$ cat src/rtl/cpu_pkg.sv
// Shared opcodes, ALU encodings and control bundle
// for the 16-bit 5-stage core.
package cpu_pkg;

    localparam int DATA_W = 16;
    localparam int REG_AW = 4;

    localparam logic [3:0] OP_ADD  = 4'd0;
    localparam logic [3:0] OP_SUB  = 4'd1;
    localparam logic [3:0] OP_AND  = 4'd2;
    localparam logic [3:0] OP_OR   = 4'd3;
    localparam logic [3:0] OP_ADDI = 4'd4;
    localparam logic [3:0] OP_LW   = 4'd5;
    localparam logic [3:0] OP_SW   = 4'd6;
    localparam logic [3:0] OP_BEQ  = 4'd7;

    localparam logic [2:0] ALU_ADD = 3'd0;
    localparam logic [2:0] ALU_SUB = 3'd1;
    localparam logic [2:0] ALU_AND = 3'd2;
    localparam logic [2:0] ALU_OR  = 3'd3;

    typedef enum logic {
        SRC2_RT = 1'b0,
        SRC2_RD = 1'b1
    } src2_sel_e;

    typedef struct packed {
        logic [2:0] alu_op;
        logic       alu_src;
        logic       reg_write;
        logic       mem_read;
        logic       mem_write;
        logic       branch;
    } ctrl_t;

endpackage

$ cat src/rtl/id_decoder.sv
// Opcode decoder: control bundle plus which
// register sources the instruction really reads.
module id_decoder
    import cpu_pkg::*;
(
    input  logic [3:0] opcode,
    output ctrl_t      ctrl,
    output logic       uses_rs,
    output logic       uses_src2,
    output src2_sel_e  src2_sel
);

    always_comb begin
        ctrl      = '0;
        uses_rs   = 1'b0;
        uses_src2 = 1'b0;
        src2_sel  = SRC2_RT;
        unique case (1'b1)
            (opcode == OP_ADD): begin
                ctrl.alu_op    = ALU_ADD;
                ctrl.reg_write = 1'b1;
                uses_rs        = 1'b1;
                uses_src2      = 1'b1;
            end
            (opcode == OP_SUB): begin
                ctrl.alu_op    = ALU_SUB;
                ctrl.reg_write = 1'b1;
                uses_rs        = 1'b1;
                uses_src2      = 1'b1;
            end
            (opcode == OP_AND): begin
                ctrl.alu_op    = ALU_AND;
                ctrl.reg_write = 1'b1;
                uses_rs        = 1'b1;
                uses_src2      = 1'b1;
            end
            (opcode == OP_OR): begin
                ctrl.alu_op    = ALU_OR;
                ctrl.reg_write = 1'b1;
                uses_rs        = 1'b1;
                uses_src2      = 1'b1;
            end
            (opcode == OP_ADDI): begin
                ctrl.alu_op    = ALU_ADD;
                ctrl.alu_src   = 1'b1;
                ctrl.reg_write = 1'b1;
                uses_rs        = 1'b1;
            end
            (opcode == OP_LW): begin
                ctrl.alu_op    = ALU_ADD;
                ctrl.alu_src   = 1'b1;
                ctrl.mem_read  = 1'b1;
                ctrl.reg_write = 1'b1;
                uses_rs        = 1'b1;
            end
            // Stores and branches compare/write rd, so it is read on port 2
            (opcode == OP_SW): begin
                ctrl.alu_op    = ALU_ADD;
                ctrl.alu_src   = 1'b1;
                ctrl.mem_write = 1'b1;
                uses_rs        = 1'b1;
                uses_src2      = 1'b1;
                src2_sel       = SRC2_RD;
            end
            (opcode == OP_BEQ): begin
                ctrl.alu_op    = ALU_SUB;
                ctrl.branch    = 1'b1;
                uses_rs        = 1'b1;
                uses_src2      = 1'b1;
                src2_sel       = SRC2_RD;
            end
            default: begin
                ctrl = '0;
            end
        endcase
    end

endmodule

$ cat src/rtl/id_ex_stage.sv
// Decode stage and ID/EX pipeline register with
// write-back bypass, load-use stall and bubbles.
module id_ex_stage #(
    parameter int DATA_W = cpu_pkg::DATA_W,
    parameter int REG_AW = cpu_pkg::REG_AW,
    parameter int CNT_W  = 16
) (
    input  logic              clk,
    input  logic              reset,
    input  logic              if_id_valid,
    input  logic [DATA_W-1:0] if_id_instr,
    input  logic [DATA_W-1:0] if_id_pc,
    input  logic              flush,
    output logic [REG_AW-1:0] read_register1,
    output logic [REG_AW-1:0] read_register2,
    input  logic [DATA_W-1:0] read_data1,
    input  logic [DATA_W-1:0] read_data2,
    input  logic              wb_reg_write,
    input  logic [REG_AW-1:0] wb_write_register,
    input  logic [DATA_W-1:0] wb_write_data,
    output logic              stall,
    output logic              ex_valid,
    output logic [DATA_W-1:0] ex_pc,
    output logic [REG_AW-1:0] ex_rd,
    output logic [REG_AW-1:0] ex_rs,
    output logic [REG_AW-1:0] ex_rt,
    output logic [DATA_W-1:0] ex_data1,
    output logic [DATA_W-1:0] ex_data2,
    output logic [DATA_W-1:0] ex_imm,
    output logic [2:0]        ex_alu_op,
    output logic              ex_alu_src,
    output logic              ex_reg_write,
    output logic              ex_mem_read,
    output logic              ex_mem_write,
    output logic              ex_branch,
    output logic [CNT_W-1:0]  stall_count
);

    import cpu_pkg::*;

    logic [3:0]        opcode;
    logic [REG_AW-1:0] rd, rs, rt;
    ctrl_t             dec_ctrl;
    logic              uses_rs, uses_src2;
    src2_sel_e         src2_sel;

    assign opcode = if_id_instr[15:12];
    assign rd     = if_id_instr[11:8];
    assign rs     = if_id_instr[7:4];
    assign rt     = if_id_instr[3:0];

    id_decoder u_dec (
        .opcode    (opcode),
        .ctrl      (dec_ctrl),
        .uses_rs   (uses_rs),
        .uses_src2 (uses_src2),
        .src2_sel  (src2_sel)
    );

    assign read_register1 = rs;
    assign read_register2 = (src2_sel == SRC2_RD) ? rd : rt;

    logic [DATA_W-1:0] op1, op2;

    // Register file writes on posedge, so its read port lags by a cycle
    always_comb begin
        op1 = read_data1;
        op2 = read_data2;
        if (wb_reg_write && (wb_write_register == read_register1))
            op1 = wb_write_data;
        if (wb_reg_write && (wb_write_register == read_register2))
            op2 = wb_write_data;
    end

    logic              ex_valid_q, ex_valid_d;
    logic [DATA_W-1:0] ex_pc_q, ex_pc_d;
    logic [REG_AW-1:0] ex_rd_q, ex_rd_d;
    logic [REG_AW-1:0] ex_rs_q, ex_rs_d;
    logic [REG_AW-1:0] ex_rt_q, ex_rt_d;
    logic [DATA_W-1:0] ex_data1_q, ex_data1_d;
    logic [DATA_W-1:0] ex_data2_q, ex_data2_d;
    logic [DATA_W-1:0] ex_imm_q, ex_imm_d;
    ctrl_t             ex_ctrl_q, ex_ctrl_d;
    logic [CNT_W-1:0]  stall_cnt_q, stall_cnt_d;

    logic src1_hit, src2_hit, hazard;

    assign src1_hit = uses_rs && (ex_rd_q == read_register1);
    assign src2_hit = uses_src2 && (ex_rd_q == read_register2);
    assign hazard   = if_id_valid && ex_valid_q && ex_ctrl_q.mem_read
                    && (src1_hit || src2_hit);
    assign stall    = hazard && !flush;

    always_comb begin
        ex_valid_d = 1'b0;
        ex_pc_d    = '0;
        ex_rd_d    = '0;
        ex_rs_d    = '0;
        ex_rt_d    = '0;
        ex_data1_d = '0;
        ex_data2_d = '0;
        ex_imm_d   = '0;
        ex_ctrl_d  = '0;
        if (!(flush || stall)) begin
            ex_valid_d = if_id_valid;
            ex_pc_d    = if_id_pc;
            ex_rd_d    = rd;
            ex_rs_d    = rs;
            ex_rt_d    = rt;
            ex_data1_d = op1;
            ex_data2_d = op2;
            ex_imm_d   = {{(DATA_W-4){rt[3]}}, rt};
            ex_ctrl_d  = if_id_valid ? dec_ctrl : '0;
        end
        stall_cnt_d = stall_cnt_q;
        if (stall && (stall_cnt_q != '1))
            stall_cnt_d = stall_cnt_q + CNT_W'(1);
    end

    always_ff @(posedge clk) begin
        if (!reset) begin
            ex_valid_q  <= 1'b0;
            ex_pc_q     <= '0;
            ex_rd_q     <= '0;
            ex_rs_q     <= '0;
            ex_rt_q     <= '0;
            ex_data1_q  <= '0;
            ex_data2_q  <= '0;
            ex_imm_q    <= '0;
            ex_ctrl_q   <= '0;
            stall_cnt_q <= '0;
        end else begin
            ex_valid_q  <= ex_valid_d;
            ex_pc_q     <= ex_pc_d;
            ex_rd_q     <= ex_rd_d;
            ex_rs_q     <= ex_rs_d;
            ex_rt_q     <= ex_rt_d;
            ex_data1_q  <= ex_data1_d;
            ex_data2_q  <= ex_data2_d;
            ex_imm_q    <= ex_imm_d;
            ex_ctrl_q   <= ex_ctrl_d;
            stall_cnt_q <= stall_cnt_d;
        end
    end

    assign ex_valid     = ex_valid_q;
    assign ex_pc        = ex_pc_q;
    assign ex_rd        = ex_rd_q;
    assign ex_rs        = ex_rs_q;
    assign ex_rt        = ex_rt_q;
    assign ex_data1     = ex_data1_q;
    assign ex_data2     = ex_data2_q;
    assign ex_imm       = ex_imm_q;
    assign ex_alu_op    = ex_ctrl_q.alu_op;
    assign ex_alu_src   = ex_ctrl_q.alu_src;
    assign ex_reg_write = ex_ctrl_q.reg_write;
    assign ex_mem_read  = ex_ctrl_q.mem_read;
    assign ex_mem_write = ex_ctrl_q.mem_write;
    assign ex_branch    = ex_ctrl_q.branch;
    assign stall_count  = stall_cnt_q;

endmodule
$ cat config.mk
export PLATFORM = sky130hd
export DESIGN_NAME = id_ex_stage
export DESIGN_NICKNAME = d
export VERILOG_FILES = /design/src/rtl/cpu_pkg.sv /design/src/rtl/id_decoder.sv /design/src/rtl/id_ex_stage.sv
export SDC_FILE = /design/constraint.sdc
export NUM_CORES = 1
export LEC_CHECK = 0
export CAP_MARGIN = 40
export CELL_PAD_IN_SITES_DETAIL_PLACEMENT = 1
export CELL_PAD_IN_SITES_GLOBAL_PLACEMENT = 2
export CORE_UTILIZATION = 21
export CTS_CLUSTER_DIAMETER = 40
export DETAILED_ROUTE_END_ITERATION = 16
export GPL_TIMING_DRIVEN = 0
export PLACE_DENSITY_LB_ADDON = 0.1
export SLEW_MARGIN = 10
export SYNTH_ARGS = -nofsm -noshare
export SYNTH_HDL_FRONTEND = slang
export SYNTH_SLANG_ARGS = --single-unit
$ cat constraint.sdc
create_clock -name clk -period 2.95 [get_ports clk]
set_input_delay 0.59 -clock clk [delete_from_list [all_inputs] [get_ports clk]]
set_output_delay 0.59 -clock clk [all_outputs]
set_load 0.02 [all_outputs]
* After elaboration in Yosys (flattened, before gate mapping) *
Cells that the tools add are included.

word-level totals
  flip-flop bits (word level) = 89
  input port bits = 89
  output and inout port bits = 110

cells by class
  $add $sub $neg = 1
  equality and inequality tests = 12
  mux-type cells = 12
  bitwise gates (word level) = 2
  reductions and logical operators = 21

operator list
  operator                                                         count
  16-bit two-way mux                                               2
  16-bit by 1-bit adder with 16-bit output, second input constant  1
  4-bit by 3-bit == test with 1-bit output, second input constant  4
  4-bit == test                                                    4
  16-bit inequality test, second input constant                    1
  6-bit OR reduction                                               2
  1-bit logical AND                                                9
  4-bit by 2-bit == test with 1-bit output, second input constant  2
  1-bit two-way mux                                                8
  8-bit OR reduction                                               1
  2-bit one-hot mux with 3 select lines                            1
  2-bit OR reduction                                               3
  3-bit OR reduction                                               2
  4-bit by 1-bit == test with 1-bit output, second input constant  1
  4-bit zero test                                                  1
  4-bit two-way mux                                                1
  1-bit logical OR                                                 2
  1-bit NOT                                                        2
  1-bit zero test                                                  1

* Depth between registers and ports, before layout *
Gate-level depths: netlist of the first run.

  depth after elaboration = 11
  depth in mapped cells = 8
  depth with buffers taken out = 7

* Cells and area by module *
From an unflattened synthesis of the first run, not the netlist that was laid out.

second synthesis, totals
  cells, all modules = 351
  area total of the unflattened synthesis = 3505.9 um2

by module, submodules not included
  module       instances  cells each  area an instance (um2)  sequential area each (um2)
  id_ex_stage  1          337         3420.8                  1701.6
  id_decoder   1          14          85.1                    0.0

* Worst setup path after synthesis of the first run *
No wires, ideal clock.

  path kind = in2out
  start point = in if_id_instr[15]
  end point = out stall
  data arrival time = 1.913 ns
  path slack = 0.447 ns
  stages = 6
  buffers on the path = 1
  path through = nand3b_4 mux2i_2 xor2_1 a31oi_1 buf_2 inv_1

between the ends
  cells in the longest elaborated chain, start to end = 9
  elaborated cells on any way between the ends = 21
  those cells by class = eq/ne: 8; mux: 4; reduce/logical: 9

ends and longest elaborated chain
  what                                                                RTL line                            source
  start, declared                                                     id_ex_stage.sv:11                   input logic [DATA_W-1:0] if_id_instr,
  4-bit by 3-bit == test with 1-bit output, on equally long branches  id_decoder.sv:65, id_decoder.sv:57
  2-bit OR reduction (no line)                                        n/a
  1-bit two-way mux                                                   id_decoder.sv:18                    unique case (1'b1)
  4-bit two-way mux                                                   id_ex_stage.sv:61                   assign read_register2 = (src2_sel == SRC2_RD) ? rd : rt;
  4-bit == test                                                       id_ex_stage.sv:89                   assign src2_hit = uses_src2 && (ex_rd_q == read_register2);
  1-bit logical AND                                                   id_ex_stage.sv:89
  1-bit logical OR *                                                  id_ex_stage.sv:91                   && (src1_hit || src2_hit);
  1-bit logical AND *                                                 id_ex_stage.sv:91
  1-bit logical AND *                                                 id_ex_stage.sv:92                   assign stall = hazard && !flush;
  end, declared                                                       id_ex_stage.sv:21                   output logic stall,

Mark *: on every way between the ends. The rest lies on a longest branch, timed or not.

* Final worst setup path of the first run *
  start point = in if_id_instr[2]
  end point = out stall

between the ends
  cells in the longest elaborated chain, start to end = 6

ends and longest elaborated chain
  what               RTL line
  4-bit two-way mux  id_ex_stage.sv:61
  4-bit == test      id_ex_stage.sv:89
  1-bit logical AND  id_ex_stage.sv:89
  1-bit logical OR   id_ex_stage.sv:91
  1-bit logical AND  id_ex_stage.sv:91
  1-bit logical AND  id_ex_stage.sv:92

Every way passes these cells.

==> results of run 1 <==
[state kept, by name (all words and copies together) (netlist names)]
name and cells:
ex_alu_src 1, ex_mem_write 1, ex_alu_op 2, ex_pc 16, ex_rs 4, ex_data1 16, ex_reg_write 1, stall_count 16
ex_mem_read 1, ex_imm 4, ex_data2 16, ex_rd 4, ex_branch 1, ex_valid 1
[Yosys cell counts, drive strengths merged, types with 2 or more instances]
| master | count |
|---|---|
| nand2 | 10 |
| nand2b | 10 |
| nor4b | 2 |
| o21ai | 8 |
| nor4 | 5 |
| a31oi | 3 |
| xnor2 | 6 |
| dfxtp | 84 |
| clkbuf | 8 |
| or3 | 5 |
| nor3b | 3 |
| nor2 | 34 |
| or4 | 4 |
| xor2 | 9 |
| and2 | 30 |
| and3 | 6 |
| nand4 | 3 |
| nand3 | 12 |
| buf | 27 |
| nor3 | 5 |
| inv | 8 |
| mux2 | 2 |
| a21oi | 11 |
| or2 | 2 |
| mux2i | 39 |
| o31ai | 5 |
[cells in the final DEF (no fill, tap or decap), drive strengths merged, types with 8 or more instances in the layout]
| cell type | count |
|---|---|
| dfxtp | 84 |
| and2 | 30 |
| clkbuf | 17 |
| mux2i | 39 |
| nand2 | 10 |
| a21oi | 11 |
| nand3 | 12 |
| nor2 | 34 |
| xor2 | 9 |
| clkdlybuf4s50 | 190 |
| buf | 34 |
| o21ai | 8 |
| inv | 8 |
| nand2b | 10 |
[kinds of logic (layout without fill, tap and decap cells)]
logic type	count (synthesis)	count (layout)	synth area share
multiplexers	41	41	0.119
AND/OR/NAND/NOR	134	134	0.225
AO/OA/AOI/OAI	33	33	0.0591
other	1	3	0.00107
XOR/XNOR	15	15	0.0376
flip-flops	84	84	0.481
adder cells (fa/ha/maj)	1	1	0.00358
buffers and inverters	44	261	0.0734
[layer usage]
layer / share of wire / track usage / routed length (um)
met1: 0.38 / 0.154 / 4660
met2: 0.50 / 0.248 / 6070
met3: 0.10 / 0.0696 / 1260
met4: 0.020 / 0.0710 / 239
met5: 0 / 0 / 0
[power breakdown]
| part | total [mW] | internal (mW) | switching, mW |
|---|---|---|---|
| registers | 1.18 | 1.17 | 0.0138 |
| logic | 0.466 | 0.260 | 0.206 |
| clock network | 1.21 | 0.731 | 0.476 |
[area by class of cell]
cell class | count | area share
flip-flops and latches | 84 | 0.272
clock buffers | 9 | 0.0364
clock inverters | 5 | 0.0128
well taps | 216 | 0.0437
repair buffers | 203 | 0.325
diodes | 2 | 0.000810
inverters | 9 | 0.00547
plain buffers | 35 | 0.0364
multi-input cells | 225 | 0.267
[timing repair]
action | 4_1_cts | 5_1_grt
setup buffers | 4 | 1
pin swaps | 2 | 3
setup endpoints to repair | 56 | 11
gates resized for setup | 24 | 2
[worst max path at each step]
stage	startpoint	endpoint	slack [ps]	cells past startpoint
5_1_grt	if_id_instr[15]	stall	-100	8
3_3_place_gp	if_id_instr[13]	stall	-1320	8
3_5_place_dp	if_id_instr[15]	stall	-1360	8
2_1_floorplan	if_id_instr[15]	stall	450	6
4_1_cts	if_id_valid	stall	0.2	8
6_report	if_id_instr[2]	stall	30	8
[stage by stage]
| stage | std cells | setup TNS [ps] |
|---|---|---|
| after floorplan | 353 | 0 |
| after global placement | 766 | -26290 |
| after detailed placement | 767 | -30270 |
| after CTS | 785 | 0 |
| after global routing | 786 | -96.5 |
| final | 788 | 0 |
[worst max-delay path, cell delays in order]
cell	delay, ps
dlygate4sd2_1	280
xor2_1	170
o32a_2	370
nor4_4	330
a31oi_4	130
buf_4	200
inv_1	100
buf_4	150
==> flow_metrics.py, run 1 <==
metrics = {
    "status": {
        "status": "completed",
    },
    "worst_hold_path": {
        "worstHoldStart": "stall_count[12]$_SDFFE_PN0P_",
        "holdPathStages": 2,
        "hp-class": "reg2reg",
        "min_to": "stall_count[12]$_SDFFE_PN0P_",
    },
    "yosys": {
        "post-synth-top-area-fraction": 0.481,
        "synth_cell_types": 46,
        "syn_area_mm2": 0.00350,
        "async_flop_share": 0,
        "ys_ff_latch": 84,
        "seq_area_frac_synth": 0.481,
        "synthTopCellsByArea": "dfxtp_1 48%, mux2i_1 11%, and2_1 5.4%",
        "syn_avg_cell_area_um2": 9.90,
        "yosysWarnings": 0,
        "synth_nets": 443,
        "synthFlopType": "dfxtp_1",
        "syn_inst": 353,
        "synth_edf_count": 0,
        "synth_area_leader_cell": "dfxtp_1",
    },
    "floorplanning": {
        "ios": 199,
        "core_mm2": 0.0161,
        "initial_core_util": 0.218,
        "die-area_mm2": 0.0172,
        "std_cell_rows": 46,
        "dieHeight_um": 131,
        "die_w_um": 131,
    },
    "clock_tree": {
        "insertion_delay_ps": 340,
        "clk_pin_slew_ps": 60,
        "cts.hold.buffers_added": 0,
        "cts_tree": "yes",
        "clock-sinks": 84,
        "h-tree-depth": 3,
        "cts_buffers": 9,
        "cts.path.max_buffers": 2,
        "root_buffer": "clkbuf_16",
    },
    "setup_path": {
        "ff2ff_setup_slack_ps": 650,
        "r2r_start": "ex_rd[2]$_SDFF_PP0_",
        "reg2regPathDepth": 8,
        "worst_ep_required_time_ps": 2360,
        "arrival_ps": 2330,
        "reg2reg_to": "stall_count[2]$_SDFFE_PN0P_",
        "start_kind": "input pin",
        "cp_max_fo": 10,
        "critPathCaptureType": "output port",
        "worst-setup-path-type": "in2out",
    },
    "drt": {
        "drtIter0Drc": 74,
        "drcViolationCount": 0,
        "vias_per_cell": 4.13,
        "ant_nets": 0,
        "routed_wl_um": 12200,
        "vias": 3254,
        "dr.pass1.iters": 4,
        "wire_per_inst_um": 15.5,
    },
    "timing": {
        "final.min_clock_period_ps": 2920,
        "max_slew_margin": 0.571,
        "finalWorstSetupSlack_ps": 32.7,
        "rsz0062_at_grt": "true",
        "hold_ws_ps": 481,
        "fin_crit_sh": 0.989,
        "final-hold-violation-count": 0,
        "skew_ps": 6.23,
        "maxSlewViolCount": 0,
        "setup_viol": 0,
        "tightest_slew_ps": 638,
        "max_freq_mhz": 343,
    },
    "global_route": {
        "antenna_found_initial": 1,
        "grt_overflow": 0,
        "grt_pass1_wl_um": 18400,
        "grt_util_all_layers": 0.147,
        "grt_max_degree": 15,
        "first_global_vias": 3441,
    },
    "layout": {
        "finish.utilization": 0.385,
        "seq_area_mm2": 0.00168,
        "multi_input_area_mm2": 0.00165,
        "fill_cells": 1789,
        "syn2layout_area_growth_pct": 76.8,
        "design_area_mm2": 0.00618,
        "drive_above_1_share": 0.132,
        "fin_nets": 657,
    },
    "placed_design": {
        "place_area_mm2": 0.00575,
        "place_ws_ps": -1360,
        "place_hpwl_um": 9460,
        "gp_congestion": 0.747,
        "io_buffers": 197,
    },
    "flow_run": {
        "max_cap_violations": 0,
    },
    "power": {
        "power_density_mw_per_mm2": 462,
        "power.total_mw": 2.86,
        "leakagePower_nw": 2.28,
        "peakVddDrop_v": 0.000297,
    },
}
Note: power is estimated with default switching activity, not from simulation.
==> run 2: changes to the inputs <==
--- a/config.mk
+++ b/config.mk
@@ -12,7 +12,7 @@
 export CTS_CLUSTER_DIAMETER = 40
 export DETAILED_ROUTE_END_ITERATION = 16
 export GPL_TIMING_DRIVEN = 0
-export PLACE_DENSITY_LB_ADDON = 0.1
+export PLACE_DENSITY_LB_ADDON = 0.05
 export SLEW_MARGIN = 10
 export SYNTH_ARGS = -nofsm -noshare
 export SYNTH_HDL_FRONTEND = slang
==> constraint.sdc (replaced) <==
create_clock -name clk -period 2.95 [get_ports clk]
set_input_delay 0.4425 -clock clk [delete_from_list [all_inputs] [get_ports clk]]
set_output_delay 0.4425 -clock clk [all_outputs]
set_load 0.02 [all_outputs]
==> run 2 against run 1 <==
Net effect:
- cell count increased by 0.25%
- core utilization increased by 0.26 points
- non-clock buffer count increased by 1
- wire length down 2.5%
- highest routed layer is now met5
- clock power is 7% higher
- critical endpoint unchanged
- register-to-register slack hardly changed
==> flow_metrics.py, run 2 (synthesized netlist as in run 1, its figures left out) <==
metrics = {
    "setup_path": {
        "crit_buf_inv": 4,
        "reg2regPathDepth": 7,
        "arrival_ps": 2400,
        "critPathTopFamily": "buffers and inverters",
        "r2r_start": "ex_rd[2]$_SDFF_PP0_",
        "worst_ep_required_time_ps": 2510,
        "max_stage_delay_ps": 480,
        "ff2ff_setup_slack_ps": 660,
        "crit_slowest_cell": "clkdlybuf4s50_1",
        "worst-setup-path-type": "in2out",
        "start_kind": "input pin",
        "critPathCaptureType": "output port",
        "reg2reg_to": "ex_data2[8]$_SDFF_PP0_",
        "path_cells": "clkdlybuf4s50_1 > xor2_1 > o32a_2 > nor4_4 > a31oi_4 > buf_4 > inv_1 > clkdlybuf4s15_2",
        "cp_max_fo": 10,
    },
    "timing": {
        "tightest_slew_ps": 680,
        "maxSlewViolCount": 0,
        "fin_crit_sh": 0.962,
        "skew_ps": 4.00,
        "max_slew_margin": 0.547,
        "max_freq_mhz": 352,
        "setup_viol": 0,
        "final.min_clock_period_ps": 2840,
        "hold_ws_ps": 471,
        "final-hold-violation-count": 0,
    },
    "floorplanning": {
        "dieHeight_um": 131,
        "die_w_um": 131,
        "core_mm2": 0.0161,
        "std_cell_rows": 46,
        "die-area_mm2": 0.0172,
        "ios": 199,
        "initial_core_util": 0.218,
    },
    "flow_run": {
        "max_cap_violations": 0,
    },
    "global_route": {
        "antenna_found_initial": 3,
        "grt_pass1_wl_um": 17700,
        "grt_max_degree": 15,
        "first_global_vias": 3262,
        "grt_util_all_layers": 0.141,
        "grt_overflow": 0,
    },
    "layout": {
        "syn2layout_area_growth_pct": 78.0,
        "final_cells": 790,
        "seq_area_mm2": 0.00168,
        "fin_nets": 658,
        "finish.utilization": 0.387,
        "multi_input_area_mm2": 0.00165,
        "drive_above_1_share": 0.131,
        "layout_common_cells": "193 x clkdlybuf4s50_1, 84 x dfxtp_1, 37 x mux2i_1",
        "fill_cells": 1784,
        "final_common_cell": "clkdlybuf4s50_1",
    },
    "drt": {
        "vias_per_cell": 4.12,
        "drtIter0Drc": 65,
        "wire_per_inst_um": 15.1,
        "dr.pass1.iters": 4,
        "ant_nets": 0,
        "vias": 3255,
        "routed_wl_um": 11900,
        "drcViolationCount": 0,
    },
    "placed_design": {
        "io_buffers": 197,
        "gp_congestion": 0.736,
        "place_hpwl_um": 9200,
        "dp.cells": 767,
    },
    "clock_tree": {
        "root_buffer": "clkbuf_16",
        "h-tree-depth": 3,
        "cts.hold.buffers_added": 0,
        "insertion_delay_ps": 340,
        "clock-sinks": 84,
        "cts.path.max_buffers": 2,
        "clk_pin_slew_ps": 60,
        "cts_tree": "yes",
        "cts_buffers": 9,
    },
    "worst_hold_path": {
        "holdPathStages": 2,
        "min_to": "stall_count[12]$_SDFFE_PN0P_",
        "worstHoldStart": "stall_count[12]$_SDFFE_PN0P_",
        "hp-class": "reg2reg",
    },
    "power": {
        "power_density_mw_per_mm2": 473,
        "peakVddDrop_v": 0.000303,
        "leakagePower_nw": 2.30,
    },
    "status": {
        "status": "completed",
    },
}
-- run 2: worst min-delay path, cell delays in order (launching register included) --
cell and delay, ps:
dfxtp_1 320, inv_1 50, a21oi_1 50
-- run 2: worst max-delay path by stage --
| stage | to | cells past startpoint | from |
|---|---|---|---|
| 3_5_place_dp | stall | 8 | if_id_instr[15] |
| 3_3_place_gp | stall | 8 | if_id_instr[15] |
| 2_1_floorplan | ex_data2[10]$_SDFF_PP0_ | 7 | if_id_instr[15] |
| 5_1_grt | stall | 8 | if_id_instr[2] |
| 6_report | stall | 8 | if_id_instr[2] |
| 4_1_cts | stall | 8 | if_id_instr[15] |
-- run 2: where the power goes --
part / switching [mW] / leakage [nW] / internal, mW
clock network: 0.469 / 0.163 / 0.826
logic: 0.205 / 1.45 / 0.262
registers: 0.0137 / 0.686 / 1.17
-- run 2: area by class of cell --
cell class	instances	area share
antenna	1	0.000402
tap	216	0.0434
timing repair buffer	204	0.326
multi-input combinational	225	0.265
sequential	84	0.270
inverter	9	0.00543
clock buffer	11	0.0374
buffer	35	0.0362
clock inverter	5	0.0161
-- run 2: per-layer routing --
metal,share of wire,up-vias,GRT usage
li1,-,1610,-
met1,0.39,1509,0.153
met5,0.0019,-,0
met2,0.49,119,0.234
met3,0.10,13,0.0664
met4,0.015,4,0.0609
-- run 2: what timing repair did --
| action | CTS | global route |
|---|---|---|
| hold endpoints to repair | 0 | 0 |
| endpoints found under the setup margin | 19 | 16 |
| resized for setup | 13 | 7 |
| buffers inserted | 3 | 3 |
| pin swaps | 2 | 1 |
-- run 2: per-stage QoR --
step	area, um^2	power, mW	setup slack [ps]	TNS, ps
detailed placement	5750	1.67	-1090	-19890
global route	6220	3.08	-34.9	-34.9
global placement	5740	1.66	-1030	-17710
finish	6220	2.95	112	0
CTS	6160	3.00	-69.9	-69.9
floorplan	3500	1.40	632	0
